===== src/rtl/msrv32_dbus_ahb_master.sv =====
// msrv32 data-port to AHB-Lite single-transfer master (IDLE/ADDR/DATA/RESP).
// Optional DATA-phase timeout abort is enabled by defining DBUS_TIMEOUT_EN.
module msrv32_dbus_ahb_master #(
  parameter int unsigned TIMEOUT_CYCLES = 16,
  parameter int unsigned TO_CNT_W       = 5
) (
  input  logic        ms_riscv32_mp_clk_in,
  input  logic        ms_riscv32_mp_rst_in,
  input  logic [31:0] core_dmaddr_in,
  input  logic [31:0] core_dmdata_in,
  input  logic        core_dmwr_req_in,
  input  logic [3:0]  core_dmwr_mask_in,
  input  logic [1:0]  core_htrans_in,
  output logic [31:0] core_dmdata_out,
  output logic        core_hready_out,
  output logic        core_hresp_out,
  output logic [31:0] haddr_out,
  output logic        hwrite_out,
  output logic [2:0]  hsize_out,
  output logic [1:0]  htrans_out,
  output logic [31:0] hwdata_out,
  input  logic [31:0] hrdata_in,
  input  logic        hready_in,
  input  logic        hresp_in
);

  if (TIMEOUT_CYCLES < 1 || TIMEOUT_CYCLES >= (1 << TO_CNT_W)) begin : g_bad_timeout_param
    $error("TO_CNT_W too narrow for TIMEOUT_CYCLES");
  end

  typedef enum logic [1:0] {StIdle, StAddr, StData, StResp} state_e;

  state_e      r_state, w_state_nxt;
  logic [31:0] r_haddr, w_haddr_nxt;
  logic        r_hwrite, w_hwrite_nxt;
  logic [2:0]  r_hsize, w_hsize_nxt;
  logic [31:0] r_hwdata, w_hwdata_nxt;
  logic [31:0] r_rdata, w_rdata_nxt;
  logic        r_err, w_err_nxt;

  logic        w_req;
  logic        w_st_legal;
  logic [2:0]  w_st_size;
  logic [1:0]  w_st_off;
  logic        w_to_hit;
  logic        w_unused_addr;

  // Stores take their size/offset from the lane mask; the address low bits are ignored.
  assign w_unused_addr = ^core_dmaddr_in[1:0];
  assign w_req         = (core_htrans_in == 2'b10);

  always_comb begin
    w_st_legal = 1'b1;
    w_st_size  = 3'b010;
    w_st_off   = 2'd0;
    unique case (core_dmwr_mask_in)
      4'b1111: begin w_st_size = 3'b010; w_st_off = 2'd0; end
      4'b0011: begin w_st_size = 3'b001; w_st_off = 2'd0; end
      4'b1100: begin w_st_size = 3'b001; w_st_off = 2'd2; end
      4'b0001: begin w_st_size = 3'b000; w_st_off = 2'd0; end
      4'b0010: begin w_st_size = 3'b000; w_st_off = 2'd1; end
      4'b0100: begin w_st_size = 3'b000; w_st_off = 2'd2; end
      4'b1000: begin w_st_size = 3'b000; w_st_off = 2'd3; end
      default: w_st_legal = 1'b0;
    endcase
  end

`ifdef DBUS_TIMEOUT_EN
  localparam logic [TO_CNT_W-1:0] ToLast = TO_CNT_W'(TIMEOUT_CYCLES - 1);

  logic [TO_CNT_W-1:0] r_to_cnt, w_to_cnt_nxt;

  // Fires on the TIMEOUT_CYCLES-th consecutive HREADY-low DATA cycle.
  assign w_to_hit = !hready_in && (r_to_cnt >= ToLast);

  always_comb begin
    w_to_cnt_nxt = r_to_cnt;
    if (r_state == StAddr) begin
      w_to_cnt_nxt = '0;
    end else if (r_state == StData && !hready_in && r_to_cnt != '1) begin
      w_to_cnt_nxt = r_to_cnt + TO_CNT_W'(1);
    end
  end

  always_ff @(posedge ms_riscv32_mp_clk_in) begin
    if (ms_riscv32_mp_rst_in) begin
      r_to_cnt <= '0;
    end else begin
      r_to_cnt <= w_to_cnt_nxt;
    end
  end
`else
  assign w_to_hit = 1'b0;
`endif

  always_comb begin
    w_state_nxt  = r_state;
    w_haddr_nxt  = r_haddr;
    w_hwrite_nxt = r_hwrite;
    w_hsize_nxt  = r_hsize;
    w_hwdata_nxt = r_hwdata;
    w_rdata_nxt  = r_rdata;
    w_err_nxt    = r_err;
    unique case (r_state)
      StIdle, StResp: begin
        if (!w_req) begin
          w_state_nxt = StIdle;
        end else if (core_dmwr_req_in && !w_st_legal) begin
          // Illegal store mask: answer with an error without touching the bus.
          w_state_nxt = StResp;
          w_err_nxt   = 1'b1;
        end else begin
          w_state_nxt  = StAddr;
          w_hwrite_nxt = core_dmwr_req_in;
          w_hwdata_nxt = core_dmdata_in;
          w_err_nxt    = 1'b0;
          if (core_dmwr_req_in) begin
            w_haddr_nxt = {core_dmaddr_in[31:2], w_st_off};
            w_hsize_nxt = w_st_size;
          end else begin
            w_haddr_nxt = {core_dmaddr_in[31:2], 2'b00};
            w_hsize_nxt = 3'b010;
          end
        end
      end
      StAddr: w_state_nxt = StData;
      StData: begin
        if (hready_in) begin
          w_state_nxt = StResp;
          w_err_nxt   = hresp_in;
          if (!r_hwrite) begin
            w_rdata_nxt = hrdata_in;
          end
        end else if (w_to_hit) begin
          w_state_nxt = StResp;
          w_err_nxt   = 1'b1;
        end
      end
      default: w_state_nxt = StIdle;
    endcase
  end

  always_ff @(posedge ms_riscv32_mp_clk_in) begin
    if (ms_riscv32_mp_rst_in) begin
      r_state  <= StIdle;
      r_haddr  <= '0;
      r_hwrite <= 1'b0;
      r_hsize  <= 3'b010;
      r_hwdata <= '0;
      r_rdata  <= '0;
      r_err    <= 1'b0;
    end else begin
      r_state  <= w_state_nxt;
      r_haddr  <= w_haddr_nxt;
      r_hwrite <= w_hwrite_nxt;
      r_hsize  <= w_hsize_nxt;
      r_hwdata <= w_hwdata_nxt;
      r_rdata  <= w_rdata_nxt;
      r_err    <= w_err_nxt;
    end
  end

  assign htrans_out      = (r_state == StAddr) ? 2'b10 : 2'b00;
  assign haddr_out       = r_haddr;
  assign hwrite_out      = r_hwrite;
  assign hsize_out       = r_hsize;
  assign hwdata_out      = r_hwdata;
  assign core_dmdata_out = r_rdata;
  assign core_hready_out = (r_state == StIdle) || (r_state == StResp);
  assign core_hresp_out  = (r_state == StResp) && r_err;

endmodule

===== config.mk =====
export PLATFORM = sky130hd
export DESIGN_NAME = msrv32_dbus_ahb_master
export DESIGN_NICKNAME = d
export VERILOG_FILES = /design/src/rtl/msrv32_dbus_ahb_master.sv
export SDC_FILE = /design/constraint.sdc
export NUM_CORES = 1
export LEC_CHECK = 0
export CORE_MARGIN = 2
export CORE_UTILIZATION = 38
export CTS_CLUSTER_DIAMETER = 40
export DETAILED_ROUTE_END_ITERATION = 6
export PLACE_DENSITY = 0.76
export SYNTH_ARGS = -nofsm -noshare
export SYNTH_HDL_FRONTEND = slang
export SYNTH_SLANG_ARGS = --single-unit

===== constraint.sdc =====
create_clock -name ms_riscv32_mp_clk_in -period 2.9 [get_ports ms_riscv32_mp_clk_in]
set_input_delay 0.58 -clock ms_riscv32_mp_clk_in [delete_from_list [all_inputs] [get_ports ms_riscv32_mp_clk_in]]
set_output_delay 0.58 -clock ms_riscv32_mp_clk_in [all_outputs]
set_load 0.01 [all_outputs]

==> PnR_summary.wiki, run 1 <==
{| class="wikitable"
! Metric !! Value
|-
| Cell breakdown of the critical path || inv_1, ha_1, clkdlybuf4s50_1
|-
| Count of port buffers added during placement || 206
|-
| Clock group share of total power || 35.2%
|-
| Number of global-route vias before repair || around 4000
|-
| Residual antenna-violating net count after detailed routing || 0
|-
| Simple-gate share of the synthesized area || 26.35%
|-
| Maximum root-to-sink buffer count || 2
|-
| Placeable core region || 0.01147 mm2
|-
| Unrepaired setup endpoints after global routing || no
|-
| Most common cell after layout, fill and taps aside || clkdlybuf4s50_1
|-
| CP Capture Type || output port
|-
| Initial DRC Count || 111
|-
| Antenna diode count || 0
|-
| Hold Vio Cnt, Final || 0
|-
| Cell Area, Synth || 0.004487 mm2
|-
| Type of the worst min-delay path || reg -> reg
|-
| Register area share after synthesis || 45.51%
|-
| Remaining routing DRC violations || 0
|-
| Critical path required time || 2320 ps
|-
| DR WL/cell || between 10 and 15 um
|-
| Result of the run || completed
|-
| Total negative slack for setup checks || 0 ps
|-
| CTS tree || built
|-
| Dominant register cell in the synthesized netlist || dfxtp_1
|-
| Detailed-route via count || 3872
|-
| Commonest cells after routing, fill and taps aside || 205 x clkdlybuf4s50_1, 127 x nand2b_1, 102 x dfxtp_1, 67 x nand2_1, 65 x mux2i_1
|-
| Wire length of the first global-routing pass || between 15000 and 20000 um
|-
| Internal Power || 2.642 mW
|-
| Post-place instance area || 0.006548 mm2
|-
| Setup Fix Bufs, Post-CTS || 0
|-
| Number of distinct standard cells referenced by the synthesized netlist || 39
|-
| Synthesized-area fraction occupied by xor and xnor cells || 0.1952%
|-
| Layout area overhead || 52.79%
|-
| Final non-filler cell area || 0.006855 mm2
|-
| Global placement routability congestion || 0.7900
|-
| Worst hold slack after final layout || 456.6 ps
|-
| Critical path type || reg -> out
|-
| Number of register bits inferred by synthesis || 102
|-
| Total number of H-tree levels || 3
|-
| Share of synthesized area spent on multiplexers || 14.50%
|-
| EDFF count, synth || 0
|-
| Horizontal die dimension || 112.7 um
|-
| CP peak stage delay || ~560 ps
|-
| Routed WL || 11410 um
|-
| Count of instances resized after the clock tree is built || 0
|-
| Post-layout nets || 774
|-
| Final Core Density || 59.78%
|-
| Mean instance size in the synthesized netlist || 9.406 um2
|-
| Category of cells accounting for the largest share of critical-path delay || buffers and inverters
|-
| Data arrival, critical path || 1700 ps
|-
| Type of element launching the critical path || flip-flop
|-
| # clock sinks || approximately 100
|-
| Die height || 112.7 um
|-
| Count of final max-slew check failures || 0
|-
| Worst supply voltage drop on vdd || 0.5102 mV
|-
| Slowest stage cell, crit path || clkdlybuf4s50_1
|-
| Register share of total power || 43.5%
|-
| Main combinational cell family by area after synthesis || simple AND/OR/NAND/NOR gates
|-
| Fraction of the cycle the final worst path needs || 78.64%
|-
| Adder-cell share of the synthesized area || 0.8366%
|-
| Count of buffering cells on the critical path with inverters included || 2
|-
| Asr flop ratio synth || 0%
|-
| Pin count of the biggest net entering global routing || 100
|-
| Setup violation total in the final timing report || 0
|-
| Initial core utilization || 39.13%
|-
| Leak pwr || between 2 and 2.5 nW
|-
| Post-route total power || 3.572 mW
|-
| Root Driver || clkbuf_16
|-
| Placed wire-length estimate || 7969 um
|-
| Number of maximum-capacitance violations || 0
|-
| Number of top-level pins || 211
|-
| Number of buffers created by CTS || 9
|-
| Overall track demand over capacity in global routing || 18.28%
|-
| Max Freq || 0.4385 GHz
|-
| Standard-cell row count || 39
|-
| Remaining global-route overflow || 0
|-
| Net Sw Frac || about a quarter
|-
| Clock latency reported for the late side of the worst-skew pair || approximately 350 ps
|-
| Relative slew margins || 60.84%
|-
| First-pass iteration count of the detailed router || 4
|-
| Power per cell area || 521.0 mW/mm2
|-
| Biggest fanout along the worst timing path || 5
|-
| Clock-pin slew on the worst setup and hold paths || roughly 70 ps
|-
| Number of synthesis warnings || 0
|-
| Min Clock Period, post-route || 2281 ps
|-
| Number of buffers added to fix hold violations after cts || 0
|-
| Share of layout cells above drive strength 1 || around 4.2%
|-
| Die footprint || about 0.013 mm2
|-
| Actual slew at the worst max-slew pin || roughly 590 ps
|-
| Net switching power || 0.9299 mW
|-
| Final clock skew || 4.703 ps
|-
| Part of the total power dissipated in combinational logic || 21.3%
|-
| Number of antenna violations at the first check in global routing || 0
|-
| Via count normalized by instance count || 4.768
|-
| Post-synthesis instance total || 477
|-
| Compound-cell area share of the yosys netlist || 6.748%
|}
## cells in the mapped netlist, types with 2 or more instances
master	n	area, um2
nand2b_1	127	794.5
dfxtp_1	102	2042
nand2_1	67	251.5
mux2i_1	65	650.6
a21oi_1	35	175.2
clkbuf_1	25	93.84
buf_12	6	120.1
nor2_1	5	18.77
inv_1	4	15.01
ha_1	3	37.54
o21ai_0	3	15.01
a221oi_1	2	17.52
and3_1	2	12.51
buf_4	2	15.01
nand3b_1	2	15.01
nor2b_1	2	12.51
o211ai_1	2	15.01
or3_1	2	12.51
## worst paths after layout
check / to / startpoint / cells past startpoint / slack, ps
worst max-delay path: core_hready_out / r_state[0]$_SDFFE_PP0P_ / 3 / 620
worst min-delay path: core_dmdata_out[22]$_SDFFE_PP0P_ / core_dmdata_out[22]$_SDFFE_PP0P_ / 2 / 460
worst max register to register: haddr_out[23]$_SDFFE_PP0P_ / r_state[0]$_SDFFE_PP0P_ / 6 / 910
worst min register to register: core_dmdata_out[22]$_SDFFE_PP0P_ / core_dmdata_out[22]$_SDFFE_PP0P_ / 2 / 460
## power groups by stage
stage / combinational (mW) / clock (mW) / sequential (mW)
2_1_floorplan: 0.352 / 0 / 1.62
3_3_place_gp: 0.749 / 0 / 1.58
3_5_place_dp: 0.764 / 0 / 1.59
4_1_cts: 0.769 / 1.29 / 1.55
5_1_grt: 0.823 / 1.35 / 1.57
6_report: 0.760 / 1.26 / 1.55
## layer usage
metal	global-route usage (%)	wire, um	up-vias
li1	-	-	1936
met1	20.28	4599	1780
met5	0	0	-
met4	4.146	111	0
met2	31.82	5550	146
met3	8.693	1143	10
## cell families after synthesis
logic type / Yosys count
flops: 102
fa+ha+maj: 3
buf+inv: 39
other cells: 1
compound gates: 51
mux: 65
xor+xnor: 1
simple gates: 215
## registers in the layout, summed over array words and instances, names as in the netlist
signal	flops
core_dmdata_out	32
r_state	2
hwrite_out	1
r_err	1
hsize_out	2
haddr_out	32
hwdata_out	32
## stage by stage
stage / setup slack, ps / std cells
2_1_floorplan: 1106 / 478
3_3_place_gp: 453.6 / 796
3_5_place_dp: 372.5 / 796
4_1_cts: 596.1 / 812
5_1_grt: 504.2 / 812
6_report: 619.3 / 812
## cell type report
cell class	count	area [um2]
fillers	975	4612
clock buffers	10	239.0
well taps	143	178.9
inverters	4	15.01
flip-flops and latches	102	2042
clock inverters	6	68.82
multi-input cells	337	2197
repair buffers	210	2115
## worst register-to-register path, stage by stage, from the launching register on
cell and delay (ps):
dfxtp_1 380, inv_1 60, ha_1 340, nand3b_1 230, a21oi_4 210, buf_12 370
mux2i_1 320
Power figures use the tool's default switching activity.
==> run 2, diff against run 1 <==
Clock period 2.9 ns to 2.3 ns, I/O delays scaled along.
==> PnR_summary.wiki, run 2 (synthesis results as in run 1) <==
{| class="wikitable"
! Metric !! Value
|-
| Placed wire-length estimate || 8274 um (was 7969 um)
|-
| Setup Fix Bufs, Post-CTS || 0 (unchanged)
|-
| Count of instances resized after the clock tree is built || 0 (unchanged)
|-
| Result of the run || completed (unchanged)
|-
| Detailed-route via count || 3888 (was 3872)
|-
| Actual slew at the worst max-slew pin || 524.1 ps (was 587.4 ps)
|-
| Count of final max-slew check failures || 0 (unchanged)
|-
| Maximum root-to-sink buffer count || 2 (unchanged)
|-
| Total number of H-tree levels || 3 (unchanged)
|-
| Post-layout nets || 794 (was 774)
|-
| Worst supply voltage drop on vdd || 0.4117 mV (was 0.5102 mV)
|-
| Antenna diode count || 0 (unchanged)
|-
| # clock sinks || 102 (unchanged)
|-
| Wire length of the first global-routing pass || 18610 um (was 18820 um)
|-
| Number of top-level pins || 211 (unchanged)
|-
| DR WL/cell || 13.91 um (was 14.05 um)
|-
| Footprint of the multi-input gates || 0.002197 mm2 (unchanged)
|-
| Critical path required time || 1840 ps (was 2320 ps)
|-
| Critical path type || reg -> out (unchanged)
|-
| Initial DRC Count || 163 (was 111)
|-
| Clock-pin slew on the worst setup and hold paths || 70 ps (about the same)
|-
| Remaining routing DRC violations || 0 (unchanged)
|-
| Power per cell area || 645.2 mW/mm2 (was 521.0 mW/mm2)
|-
| Overall track demand over capacity in global routing || 17.97% (was 18.28%)
|-
| Critical path startpoint || r_state[0]$_SDFFE_PP0P_ (unchanged)
|-
| Number of antenna violations at the first check in global routing || 0 (unchanged)
|-
| Leak pwr || 2.522 nW (was 2.418 nW)
|-
| Layout area overhead || 56.00% (was 52.79%)
|-
| Unrepaired setup endpoints after global routing || no (unchanged)
|-
| Placeable core region || 0.01147 mm2 (unchanged)
|-
| Global placement routability congestion || 0.8421 (was 0.7900)
|-
| Relative slew margins || 65.06% (was 60.84%)
|-
| Fraction of the cycle the final worst path needs || roughly 94%
|-
| Clock latency reported for the late side of the worst-skew pair || 350 ps (about the same)
|-
| Most common cell after layout, fill and taps aside || clkdlybuf4s50_1 (unchanged)
|-
| Share of layout cells above drive strength 1 || 6.821% (was 4.185%)
|-
| Horizontal die dimension || 112.7 um (unchanged)
|-
| Initial core utilization || 39.13% (unchanged)
|-
| Start point of the worst hold path || core_dmdata_out[11]$_SDFFE_PP0P_ (was core_dmdata_out[22]$_SDFFE_PP0P_)
|-
| Pin count of the biggest net entering global routing || 168 (was 100)
|-
| Post-place instance area || 0.006698 mm2 (was 0.006548 mm2)
|-
| Type of element launching the critical path || flip-flop (unchanged)
|-
| Standard-cell row count || 39 (unchanged)
|-
| Data arrival, critical path || 1700 ps (about the same)
|-
| Commonest cells after routing, fill and taps aside || 205 x clkdlybuf4s50_1, 127 x nand2b_1, 102 x dfxtp_1, 67 x nand2_1, 65 x mux2i_1 (unchanged)
|-
| CTS tree || built (unchanged)
|-
| Final clock skew || 5.562 ps (was 4.703 ps)
|-
| Routed WL || 11580 um (was 11410 um)
|-
| Root Driver || clkbuf_16 (unchanged)
|-
| Number of global-route vias before repair || 4037 (was 4021)
|-
| Final non-filler cell area || 0.006999 mm2 (was 0.006855 mm2)
|-
| Die height || 112.7 um (unchanged)
|-
| Type of the worst min-delay path || reg -> reg (unchanged)
|-
| Die footprint || 0.01269 mm2 (unchanged)
|-
| Fill cell instance count of the final layout || 978 (was 975)
|-
| Number of buffers created by CTS || 9 (unchanged)
|-
| Biggest fanout along the worst timing path || 5 (unchanged)
|-
| Remaining global-route overflow || 0 (unchanged)
|-
| Residual antenna-violating net count after detailed routing || 0 (unchanged)
|-
| Number of buffers added to fix hold violations after cts || 0 (unchanged)
|-
| Setup violation total in the final timing report || 0 (unchanged)
|-
| Hold Vio Cnt, Final || 0 (unchanged)
|-
| Min Clock Period, post-route || 2157 ps
|-
| Number of maximum-capacitance violations || 0 (unchanged)
|-
| R2R Path Start || r_state[0]$_SDFFE_PP0P_ (unchanged)
|-
| Area of all sequential standard cells || 0.002042 mm2 (unchanged)
|-
| Total negative slack for setup checks || 0 ps (unchanged)
|-
| Via count normalized by instance count || 4.673 (was 4.768)
|-
| Count of port buffers added during placement || 206 (unchanged)
|-
| First-pass iteration count of the detailed router || 4 (unchanged)
|-
| CP Capture Type || output port (unchanged)
|-
| Max Freq || 0.4636 GHz
|}
run 2: critical path, stage by stage (launching register included):
cell             delay (ps)
dfxtp_1                 380
inv_1                    70
ha_1                    340
clkdlybuf4s50_1         570
run 2: layer usage:
| metal | vias up | share of wire (%) | track usage, % |
|---|---|---|---|
| met4 | 0 | 1.5 | 6.585 |
| met1 | 1785 | 42 | 21.05 |
| li1 | 1959 | - | - |
| met5 | - | 0 | 0 |
| met2 | 132 | 48 | 30.30 |
| met3 | 12 | 9.0 | 6.371 |
run 2: through the flow:
stage,power (mW),hold slack [ps],setup WS [ps],cells,util (%)
after floorplan,2.493,471.8,625.6,478,-
after global placement,2.984,441.6,93.64,816,58.41
after detailed placement,3.011,449.2,26.89,816,58.41
after CTS,4.582,457.9,109.9,832,61.04
after global routing,4.729,474.5,33.13,832,61.04
final,4.516,453.5,143.0,832,61.04
run 2: worst paths after layout:
| kind | slack, ps | cells after the start | end |
|---|---|---|---|
| worst max-delay path | 140 | 3 | core_hready_out |
| worst max register to register | 450 | 7 | haddr_out[29]$_SDFFE_PP0P_ |
| worst min-delay path | 450 | 2 | core_dmdata_out[11]$_SDFFE_PP0P_ |
| worst min register to register | 450 | 2 | core_dmdata_out[11]$_SDFFE_PP0P_ |
run 2: area by class of cell:
type	count	area share (%)
timing repair buffer	230	32.36
multi-input combinational	337	31.39
sequential	102	29.17
clock buffer	12	3.665
tap	143	2.556
clock inverter	4	0.6435
inverter	4	0.2145
run 2: report_power, final:
part           internal [mW]  switching (mW)
Clock                  0.898           0.653
Combinational          0.593           0.410
Sequential              1.89          0.0692
==> run 3, diff against run 2 <==
Settings changed: CELL_PAD_IN_SITES_DETAIL_PLACEMENT set to 1, CELL_PAD_IN_SITES_GLOBAL_PLACEMENT set to 1, CORE_UTILIZATION 38 to 30, PLACE_DENSITY 0.76 to 0.82.
==> PnR_summary.wiki, run 3 (synthesis results as in run 1) <==
{| class="wikitable"
! Metric !! Value
|-
| Result of the run || completed (unchanged)
|-
| Number of buffers added to fix hold violations after cts || 0 (unchanged)
|-
| Number of maximum-capacitance violations || 0 (unchanged)
|-
| Final non-filler cell area || 0.007007 mm2 (was 0.006999 mm2)
|-
| Hold Path Stages || 2 (unchanged)
|-
| CTS tree || built (unchanged)
|-
| Placeable core region || 0.01459 mm2 (was 0.01147 mm2)
|-
| Depth of the most critical reg-to-reg path || 6 (was 7)
|-
| DR WL/cell || 15.09 um (was 13.91 um)
|-
| Maximum root-to-sink buffer count || 2 (unchanged)
|-
| Leak pwr || 2.472 nW (was 2.522 nW)
|-
| Global placement routability congestion || 0.7415 (was 0.8421)
|-
| Final clock skew || 10.21 ps (was 5.562 ps)
|-
| Min Clock Period, post-route || 2044 ps (was 2157 ps)
|-
| Data arrival, critical path || 1580 ps (was 1700 ps)
|-
| Setup Fix Bufs, Post-CTS || 0 (unchanged)
|-
| Total negative slack for setup checks || 0 ps (unchanged)
|-
| Total number of H-tree levels || 3 (unchanged)
|-
| Worst supply voltage drop on vdd || 0.3084 mV (was 0.4117 mV)
|-
| Die footprint || 0.01595 mm2 (was 0.01269 mm2)
|-
| Max Freq || 0.4892 GHz (was 0.4636 GHz)
|-
| Residual antenna-violating net count after detailed routing || 0 (unchanged)
|-
| Commonest cells after routing, fill and taps aside || 204 x clkdlybuf4s50_1, 127 x nand2b_1, 102 x dfxtp_1, 67 x nand2_1, 65 x mux2i_1 (was 205 x clkdlybuf4s50_1, 127 x nand2b_1, 102 x dfxtp_1, 67 x nand2_1, 65 x mux2i_1)
|-
| Number of top-level pins || 211 (unchanged)
|-
| Standard-cell row count || 44 (was 39)
|-
| Crit path setup slack, layout || 255.8 ps (was 143.0 ps)
|-
| Routed WL || 13020 um (was 11580 um)
|-
| Number of antenna violations at the first check in global routing || 0 (unchanged)
|-
| Layout area overhead || 56.16% (was 56.00%)
|-
| Clock-pin slew on the worst setup and hold paths || 70 ps (about the same)
|-
| Start point of the worst hold path || core_dmdata_out[22]$_SDFFE_PP0P_ (was core_dmdata_out[11]$_SDFFE_PP0P_)
|-
| Unrepaired setup endpoints after global routing || no (unchanged)
|-
| Remaining global-route overflow || 0 (unchanged)
|-
| Slowest stage cell, crit path || clkdlybuf4s50_1 (unchanged)
|-
| R2R Path Start || r_state[0]$_SDFFE_PP0P_ (unchanged)
|-
| Power per cell area || 641.0 mW/mm2 (was 645.2 mW/mm2)
|-
| Most common cell after layout, fill and taps aside || clkdlybuf4s50_1 (unchanged)
|-
| Post-place instance area || 0.006711 mm2 (was 0.006698 mm2)
|-
| Antenna diode count || 0 (unchanged)
|-
| Relative slew margins || 55.18% (was 65.06%)
|-
| Overall track demand over capacity in global routing || 16.37% (was 17.97%)
|-
| # clock sinks || 102 (unchanged)
|-
| Critical path required time || 1840 ps (about the same)
|-
| Type of the worst min-delay path || reg -> reg (unchanged)
|-
| Post-layout nets || 784 (was 794)
|-
| Count of final max-slew check failures || 0 (unchanged)
|-
| Wire length of the first global-routing pass || 21040 um (was 18610 um)
|-
| Minimum setup slack among reg-to-reg paths || 380 ps (was 450 ps)
|-
| First-pass iteration count of the detailed router || 4 (unchanged)
|-
| Biggest fanout along the worst timing path || 4 (was 5)
|-
| Detailed-route via count || 3960 (was 3888)
|-
| CP Capture Type || output port (unchanged)
|-
| Critical path startpoint || r_state[0]$_SDFFE_PP0P_ (unchanged)
|-
| Actual slew at the worst max-slew pin || 672.2 ps (was 524.1 ps)
|-
| CP peak stage delay || 570 ps (about the same)
|-
| Die height || 126.3 um (was 112.7 um)
|-
| Initial DRC Count || 109 (was 163)
|-
| Initial core utilization || 30.75% (was 39.13%)
|-
| Via count normalized by instance count || 4.589 (was 4.673)
|-
| Fraction of the cycle the final worst path needs || 88.88% (was 93.78%)
|-
| Clock latency reported for the late side of the worst-skew pair || 350 ps (about the same)
|-
| Number of buffers created by CTS || 9 (unchanged)
|-
| Share of layout cells above drive strength 1 || 5.302% (was 6.821%)
|-
| Placed wire-length estimate || 9689 um (was 8274 um)
|-
| Count of port buffers added during placement || 206 (unchanged)
|-
| Critical path type || reg -> out (unchanged)
|-
| Number of global-route vias before repair || 4196 (was 4037)
|-
| Setup violation total in the final timing report || 0 (unchanged)
|-
| Root Driver || clkbuf_16 (unchanged)
|-
| Hold Vio Cnt, Final || 0 (unchanged)
|-
| Pin count of the biggest net entering global routing || 89 (was 168)
|-
| Remaining routing DRC violations || 0 (unchanged)
|-
| Horizontal die dimension || 126.3 um (was 112.7 um)
|-
| Type of element launching the critical path || flip-flop (unchanged)
|-
| Cell breakdown of the critical path || ha_1, and2_1, clkdlybuf4s50_1 (was inv_1, ha_1, clkdlybuf4s50_1)
|-
| Pre-CTS setup slack || -0.2669 ps (was 26.89 ps)
|}
run 3: worst paths after layout:
kind | endpoint
worst min register to register | core_dmdata_out[22]$_SDFFE_PP0P_
worst max-delay path | core_hresp_out
worst min-delay path | core_dmdata_out[22]$_SDFFE_PP0P_
worst max register to register | haddr_out[3]$_SDFFE_PP0P_
run 3: routing by layer:
metal | part of all wire (%) | track usage [%]
met3 | 9.3 | 7.128
met1 | 40 | 17.94
met4 | 1.4 | 5.365
met5 | 0 | 0
met2 | 49 | 28.46
run 3: power by group:
group | total [mW] | internal (mW) | switching [mW] | leakage (nW)
registers | 1.96 | 1.89 | 0.0694 | 0.829
clock network | 1.53 | 0.848 | 0.680 | 0.140
logic | 1.00 | 0.580 | 0.421 | 1.50
total | 4.49 | 3.32 | 1.17 | 2.47
run 3: worst max-delay path, delay by kind of cell (launching register included):
kind          cells  cell delay, ps
buf+inv           1             570
fa+ha+maj         1             160
simple gates      1             120
flops             1             390
run 3: timing repair:
item,CTS,global route
resized for setup,0,1
endpoints found under the setup margin,0,1
endpoints found under the hold margin,0,0
run 3: cell type report:
cell class,instances,area [um2]
Timing Repair Buffer,220,2230
Inverter,4,15.01
Clock buffer,11,232.7
Clock inverter,5,60.06
Multi-Input combinational cell,337,2197
Sequential cell,102,2042
Tap cell,184,230.2
Fill cell,1633,7582
run 3: stage by stage:
stage	util [%]	power (mW)	hold WS, ps	instances
finish	48.03	4.492	457.8	863
global route	48.03	4.719	482.9	863
CTS	48.01	4.570	463.6	863
detailed placement	46.00	3.019	450.6	847
global placement	46.00	2.978	441.7	847
floorplan	-	2.493	471.8	478
